--- src/rtl/alarm_ctrl.sv ---
// alarm_ctrl -- alarm clock sequencing controller.
//
// Compares the running BCD clock against the alarm setting and, when armed,
// rings the buzzer. Snooze and dismiss buttons are edge-detected. A ring timer
// stops an unanswered alarm after RING_MIN minutes. A snooze timer brings the
// alarm back after SNOOZE_MIN minutes. Each alarm event allows MAX_SNOOZE
// snoozes.
//
// Ports
//   clk          system clock, rising-edge active
//   rst          synchronous active-high reset
//   tick_1hz     one-cycle pulse per second (buzzer cadence)
//   min_tick     one-cycle pulse per minute (ring/snooze timers)
//   clock_time   current time, BCD {HR1,HR0,MIN1,MIN0}
//   alarm_time   alarm setting, same format
//   alarm_en     level, alarm armed
//   load_active  level, time digits being loaded (suppresses trigger)
//   snooze_btn   debounced button level
//   dismiss_btn  debounced button level
//   state        IDLE=0, ARMED=1, RINGING=2, SNOOZE=3
//   ringing      high while state==RINGING
//   buzzer       0.5 Hz square while RINGING, else 0
//   snooze_cnt   snoozes taken in the current alarm event
//
// state   | meaning
// --------+-----------------------------------------------
// IDLE    | alarm disabled
// ARMED   | waiting for clock_time to reach alarm_time
// RINGING | buzzer active, ring timer counting minutes
// SNOOZE  | buzzer silent, snooze timer counting minutes

module alarm_ctrl #(
  parameter int SNOOZE_MIN = 5,
  parameter int RING_MIN   = 10,
  parameter int MAX_SNOOZE = 3
) (
  input  logic        clk,
  input  logic        rst,
  input  logic        tick_1hz,
  input  logic        min_tick,
  input  logic [15:0] clock_time,
  input  logic [15:0] alarm_time,
  input  logic        alarm_en,
  input  logic        load_active,
  input  logic        snooze_btn,
  input  logic        dismiss_btn,
  output logic [1:0]  state,
  output logic        ringing,
  output logic        buzzer,
  output logic [2:0]  snooze_cnt
);

  localparam logic [1:0] IDLE    = 2'd0;
  localparam logic [1:0] ARMED   = 2'd1;
  localparam logic [1:0] RINGING = 2'd2;
  localparam logic [1:0] SNOOZE  = 2'd3;

  localparam logic [3:0] RING_LD   = 4'(RING_MIN);
  localparam logic [3:0] SNOOZE_LD = 4'(SNOOZE_MIN);
  localparam logic [2:0] SNZ_MAX   = 3'(MAX_SNOOZE);

  logic       snooze_q;
  logic       dismiss_q;
  logic       match_q;
  logic       match;
  logic       snooze_edge;
  logic       dismiss_edge;
  logic       trigger;
  logic [3:0] ring_tmr;
  logic [3:0] snz_tmr;

  logic [1:0] state_n;
  logic [3:0] ring_n;
  logic [3:0] snz_n;
  logic [2:0] cnt_n;
  logic       buzz_n;

  assign match        = (clock_time == alarm_time);
  assign snooze_edge  = snooze_btn & ~snooze_q;
  assign dismiss_edge = dismiss_btn & ~dismiss_q;
  // Only a fresh match fires, so arming or finishing a load while the times
  // already agree does not ring.
  assign trigger      = match & ~match_q & ~load_active;

  always_comb begin
    state_n = state;
    ring_n  = ring_tmr;
    snz_n   = snz_tmr;
    cnt_n   = snooze_cnt;
    buzz_n  = buzzer;

    if (!alarm_en) begin
      state_n = IDLE;
      ring_n  = 4'd0;
      snz_n   = 4'd0;
      cnt_n   = 3'd0;
      buzz_n  = 1'b0;
    end else begin
      case (state)
        IDLE: begin
          state_n = ARMED;
          buzz_n  = 1'b0;
        end

        ARMED: begin
          buzz_n = 1'b0;
          // A dismiss press outranks a trigger in the same cycle.
          if (trigger && !dismiss_edge) begin
            state_n = RINGING;
            ring_n  = RING_LD;
            buzz_n  = 1'b1;
          end
        end

        RINGING: begin
          if (dismiss_edge) begin
            state_n = ARMED;
            cnt_n   = 3'd0;
            ring_n  = 4'd0;
            buzz_n  = 1'b0;
          end else if (snooze_edge && (snooze_cnt < SNZ_MAX)) begin
            state_n = SNOOZE;
            cnt_n   = snooze_cnt + 3'd1;
            snz_n   = SNOOZE_LD;
            ring_n  = 4'd0;
            buzz_n  = 1'b0;
          end else begin
            // A snooze press past the limit falls through to normal ringing.
            if (tick_1hz)
              buzz_n = ~buzzer;
            if (min_tick) begin
              if (ring_tmr == 4'd1) begin
                state_n = ARMED;
                cnt_n   = 3'd0;
                ring_n  = 4'd0;
                buzz_n  = 1'b0;
              end else if (ring_tmr != 4'd0) begin
                ring_n = ring_tmr - 4'd1;
              end
            end
          end
        end

        SNOOZE: begin
          buzz_n = 1'b0;
          if (dismiss_edge) begin
            state_n = ARMED;
            cnt_n   = 3'd0;
            snz_n   = 4'd0;
          end else if (min_tick) begin
            if (snz_tmr == 4'd1) begin
              state_n = RINGING;
              ring_n  = RING_LD;
              snz_n   = 4'd0;
              buzz_n  = 1'b1;
            end else if (snz_tmr != 4'd0) begin
              snz_n = snz_tmr - 4'd1;
            end
          end
        end

        default: begin
          state_n = IDLE;
          ring_n  = 4'd0;
          snz_n   = 4'd0;
          cnt_n   = 3'd0;
          buzz_n  = 1'b0;
        end
      endcase
    end
  end

  always_ff @(posedge clk) begin
    if (rst) begin
      state      <= IDLE;
      ringing    <= 1'b0;
      buzzer     <= 1'b0;
      snooze_cnt <= 3'd0;
      ring_tmr   <= 4'd0;
      snz_tmr    <= 4'd0;
      // Set high so a button held, or a time already matching, across reset
      // produces no event after release.
      match_q    <= 1'b1;
      snooze_q   <= 1'b1;
      dismiss_q  <= 1'b1;
    end else begin
      state      <= state_n;
      ringing    <= (state_n == RINGING);
      buzzer     <= buzz_n;
      snooze_cnt <= cnt_n;
      ring_tmr   <= ring_n;
      snz_tmr    <= snz_n;
      match_q    <= match;
      snooze_q   <= snooze_btn;
      dismiss_q  <= dismiss_btn;
    end
  end

endmodule

--- config.mk ---
export PLATFORM = sky130hd
export DESIGN_NAME = alarm_ctrl
export DESIGN_NICKNAME = d
export VERILOG_FILES = /design/src/rtl/alarm_ctrl.sv
export SDC_FILE = /design/constraint.sdc
export NUM_CORES = 1
export LEC_CHECK = 0
export ABC_AREA = 0
export BUFFER_PORTS_ARGS = -buffer_cell sky130_fd_sc_hd__clkbuf_2
export CAP_MARGIN = 20
export CORE_MARGIN = 3
export CORE_UTILIZATION = 40
export DETAILED_ROUTE_END_ITERATION = 12
export PLACE_DENSITY = 0.79
export SYNTH_ARGS = -nofsm -noshare
export SYNTH_HDL_FRONTEND = slang
export SYNTH_SLANG_ARGS = --single-unit
--- constraint.sdc ---
create_clock -name clk -period 6.4 [get_ports clk]
set_clock_uncertainty 0.05 [all_clocks]
set_input_delay 0 -clock clk [delete_from_list [all_inputs] [get_ports clk]]
set_output_delay 0 -clock clk [all_outputs]
set_load 0.05 [all_outputs]
# Word-level counts from Yosys, hierarchy flattened

Index checks and enable logic that the tools add are counted.

Add/subtract/negate cells: 3
Multiplexer cells: 43
$lt $le $gt $ge: 1
Equal/unequal tests: 19
Reductions and logical operators: 12
Bitwise gates (word level): 10

Operator list:

| kind                                                       | number |
|---|---|
| two-way mux 4 bit                                          | 15 |
| two-way mux 2 bit                                          | 9 |
| equality test 16 bit                                       | 1 |
| two-way mux 3 bit                                          | 5 |
| != test 2 bit, second input constant                       | 7 |
| != test 4 bit, second input constant                       | 3 |
| case mux 4 bit (3 select lines)                            | 1 |
| two-way mux 1 bit                                          | 9 |
| equality test 4 x 1 -> 1 bit, second input constant        | 2 |
| case mux 2 bit (4 select lines)                            | 1 |
| case mux 4 bit (2 select lines)                            | 1 |
| nonzero test 4 bit                                         | 2 |
| subtractor 4 x 1 -> 4 bit, second input constant           | 2 |
| AND reduction 7 bit                                        | 1 |
| equality test 2 bit, second input constant                 | 3 |
| NOT 1 bit                                                  | 6 |
| case mux 3 bit (2 select lines)                            | 1 |
| != test 5 bit, second input constant                       | 1 |
| AND reduction 5 bit                                        | 1 |
| AND 1 bit                                                  | 4 |
| case mux 1 bit (4 select lines)                            | 1 |
| AND reduction 4 bit                                        | 1 |
| adder 3 x 1 -> 3 bit, second input constant                | 1 |
| less-than comparator 3 x 2 -> 1 bit, second input constant | 1 |
| other kinds (8)                                            | 9 |

Output and inout bits: 7
Input port bits: 40
Register bits: 18

# Logic depth before layout (Yosys ltp)

Word-level depth: 8
Mapped depth: 8
Mapped depth without buffers: 8

# Worst setup path before layout

OpenSTA, ideal clock, no wires.

Path kind: reg-to-reg
From: reg ring_tmr[1]
To: reg ring_tmr[3]
Path buffers: 0
Stages on the path, launching flop included: 9
Period minus slack after synthesis: 2,073 ps
Library setup time: 116 ps
Data arrival time: 1,906 ps
Path slack: 4,327 ps
Path through: dfxtp_1 inv_1 ha_1 or4b_1 a221o_1 o2bb2ai_2 a31oi_4 a21oi_1 o211a_1

Cells in the longest elaborated chain, start to end: 7
Elaborated cells between the ends (all ways): 11
Those cells by class: 1 x add/sub; 2 x eq/ne; 6 x mux; 2 x reduce/logical

Ends and longest elaborated chain:

| item                            | RTL line | source |
|---|---|---|
| from (decl)                     | 69       | `logic [3:0] ring_tmr;` |
| from (signal assigned)          | 191      | `ring_tmr <= ring_n;` |
| subtractor 4 x 1 -> 4 bit       | 138      | `ring_n = ring_tmr - 4'd1;` |
| two-way mux 4 bit               | 137      | `end else if (ring_tmr != 4'd0) begin` |
| two-way mux 4 bit               | 132      | `if (ring_tmr == 4'd1) begin` |
| two-way mux 4 bit               | 131      | `if (min_tick) begin` |
| two-way mux 4 bit               | 121      | `end else if (snooze_edge && (snooze_cnt < SNZ_MAX)) begin` |
| two-way mux 4 bit               | 116      | `if (dismiss_edge) begin` |
| case mux 4 bit (3 select lines) | 99       | `case (state)` |

Several ways; a longest one is shown, not always the timed one. The select of a mux whose other input is x is not followed.
A chain may end at the register's enable or synchronous reset.

# Worst setup path in the final report

Same ends and word-level chain as after synthesis.

==> run summary <==
met2 routed WL -> 1625 um
slew margin rel. -> 48.63%
sequential area share after synthesis -> 28.60%
total number of vias -> 1252
first drt pass iteration count -> 4
Synth Instances -> 150
final wirelength -> 3064 um
nets -> 247
Final Slew Violations -> 0
area of the multi-input gates -> 860.8 um^2
CP Class -> reg2reg
Post-DP Area -> 1526 um^2
Reg area -> 360.3 um^2
YS warnings -> 0
synth unique cells -> 42
Final Core Density -> 56.07%
slack of the critical path -> 4.192 ns
TNS Setup -> 0 ns
Hold Path End -> state[1]
fmax -> 452.9 MHz
reg2reg start -> ring_tmr[1]
setup slack after placement -> 4.214 ns
core area -> 2877 um^2
hold_sp -> load_active
PwrDens -> 141.8 nW/um^2
WL per Instance -> 12.61 um
CTS max path bufs -> 2
top fanout value on the critical path -> 7
Seq pwr share -> 50.2%
CP required -> 6.56 ns
non-filler cells, final -> 243
largest net degree at the start of global routing -> 15
Worst Path Arrival -> 2.37 ns
CTS buffer count -> 3
DR WL met3 -> 96 um
initial antenna violation count -> 0
WHS Path Cells -> 4
setup violators final -> 0
R2R cell count -> 8
Die Wd -> 62.13 um
R2R Setup Slk -> 4.19 ns
switching power -> 58.39 uW
net count after synthesis -> 195
outcome -> completed
H-Tree Depth -> 1
DRT antenna net count -> 0
clock latency on the worst-skew pair -> 0.30 ns
CTS tree -> yes
drt drc -> 0
synth-to-layout area growth -> 28.00%
Final Hold Fails -> 0
clk sinks -> 18
# IOs -> 47
global-route wire length before repair -> 5285 um
wire length on met1 -> 1314 um
Port Buffers -> 46
Die ar. -> 3860 um^2
endpoint class of the critical path -> register
max cap viols -> 0
mapped cell area -> 1260 um^2
total grt overflow -> 0
height of the die -> 62.13 um
Logic pwr share -> 17.9%
commonest non-fill, non-tap cell in the layout -> clkbuf_2
Switching Share -> 25.52%
P_int -> 170.4 uW
min Tclk post-route -> 2.208 ns
ratio of cells with drive above 1 in the final layout -> 30.85%
post_cts resized -> 0
vias per cell -> 5.152
Primary FF master, synth -> dfxtp_1
Root Buffer -> clkbuf_4
commonest cells after routing, fill and taps aside -> 46 x clkbuf_2, 18 x dfxtp_1, 16 x xnor2_1
clock power share -> 31.9%
Pleak -> 0.6911 nW
Max Used Layer -> met4
RSZ-0062 raised after global routing -> false
critical path startpoint category -> register
Fillers -> 272
vias in the first global route -> 1236
Initial Util -> 43.80%
reg2reg end -> ring_tmr[3]
GP Congestion -> 0.7979
row cnt -> 19
Worst-Margin Slew -> 0.7690 ns
Async SR Flop Fraction -> 0%
Initial DRC Count -> 43
Synth Area per Inst -> 8.400 um^2
post-DP HPWL -> 2366 um
HP Class -> in2reg
Post-synth EDFFs -> 0
Yosys reg bits -> 18
Antenna Cells -> 0
cell count after placement -> 234
Design Area, Final -> 1613 um^2
period utilization -> 34.50%
Tot GR Track Use -> 16.36%
VDD IR max -> 0.1104 mV
clock-pin transition on the worst setup and hold timing paths -> 0.11 ns
through the flow:
step                power (mW)  hold slack [ns]
finish                  0.2288          0.01409
global route            0.2419          0.03869
CTS                     0.2311         0.008734
detailed placement      0.1556           0.1696
global placement        0.1549           0.1633
floorplan               0.1384          0.05381
area by class of cell:
| type | count | share of cell area, % |
|---|---|---|
| inverter | 6 | 1.396 |
| timing repair buffer | 51 | 17.38 |
| sequential | 18 | 22.34 |
| multi-input combinational | 122 | 53.37 |
| clock buffer | 4 | 2.250 |
| tap | 42 | 3.258 |
power groups by stage:
stage          clock, mW  combinational [mW]  sequential [mW]
3_5_place_dp           0              0.0382            0.117
6_report          0.0730              0.0410            0.115
5_1_grt           0.0814              0.0453            0.115
2_1_floorplan          0              0.0207            0.118
3_3_place_gp           0              0.0376            0.117
4_1_cts           0.0753              0.0411            0.115
Yosys cell counts, types with 2 or more instances:
master,instances,area share (%)
nor3_1,4,1.6
or2_2,3,1.5
nand2b_1,2,0.99
xor2_1,2,1.4
clkbuf_1,3,0.89
o211a_1,2,1.6
nor3b_1,5,3.0
ha_1,5,5.0
o21ai_0,5,2.0
nand4_1,6,3.0
nor2_1,11,3.3
nor2b_1,6,3.0
o211ai_1,2,1.2
xnor2_1,16,11
a21oi_1,12,4.8
inv_1,6,1.8
dfxtp_1,18,29
or3b_2,2,1.4
nand2_1,14,4.2
a31oi_1,2,0.99
and2_1,2,0.99
o2111ai_1,2,1.4
kinds of logic (layout without fill, tap and decap cells):
kind of cell,count (synthesis),count (layout),share of synthesized area [%]
adders and majority gates,5,5,4.965
and+or+nand+nor,63,63,28.90
xor gates and xnor gates,18,18,12.51
muxes,1,1,0.7945
buffers and inverters,10,61,3.078
DFF,18,18,28.60
AOI/OAI and AO/OA,35,35,21.15
how the worst max path moves through the flow:
stage / to / slack (ns) / cells after the start / start
after floorplan: ring_tmr[3] / 4.33 / 8 / ring_tmr[1]
after global placement: ring_tmr[3] / 4.25 / 8 / ring_tmr[1]
after detailed placement: ring_tmr[3] / 4.21 / 8 / ring_tmr[1]
after CTS: ring_tmr[3] / 4.20 / 8 / ring_tmr[1]
after global routing: ring_tmr[1] / 4.05 / 8 / ring_tmr[1]
final: ring_tmr[3] / 4.19 / 8 / ring_tmr[1]
sequential cells by signal (all words and copies together), names as in the netlist:
signal      count
match_q         1
state           2
ring_tmr        4
dismiss_q       1
buzzer          1
ringing         1
snz_tmr         4
snooze_q        1
snooze_cnt      3
critical path, stage by stage (launching register included):
cell	delay (ns)
dfxtp_1	0.34
inv_1	0.09
ha_1	0.20
or4b_1	0.46
a221o_1	0.31
o2bb2ai_2	0.13
a31oi_4	0.24
a21oi_1	0.07
o211a_1	0.21
routing by layer:
layer	global-route usage (%)	vias to the layer above
li1	-	652
met1	18.83	576
met2	30.51	20
met3	3.784	4
met4	3.591	0
met5	0	-
what timing repair did:
item | CTS | global route
setup buffers | 0 | 0
endpoints found under the hold margin | 3 | 0
hold buffers | 5 | 0
Power figures use the tool's default switching activity.
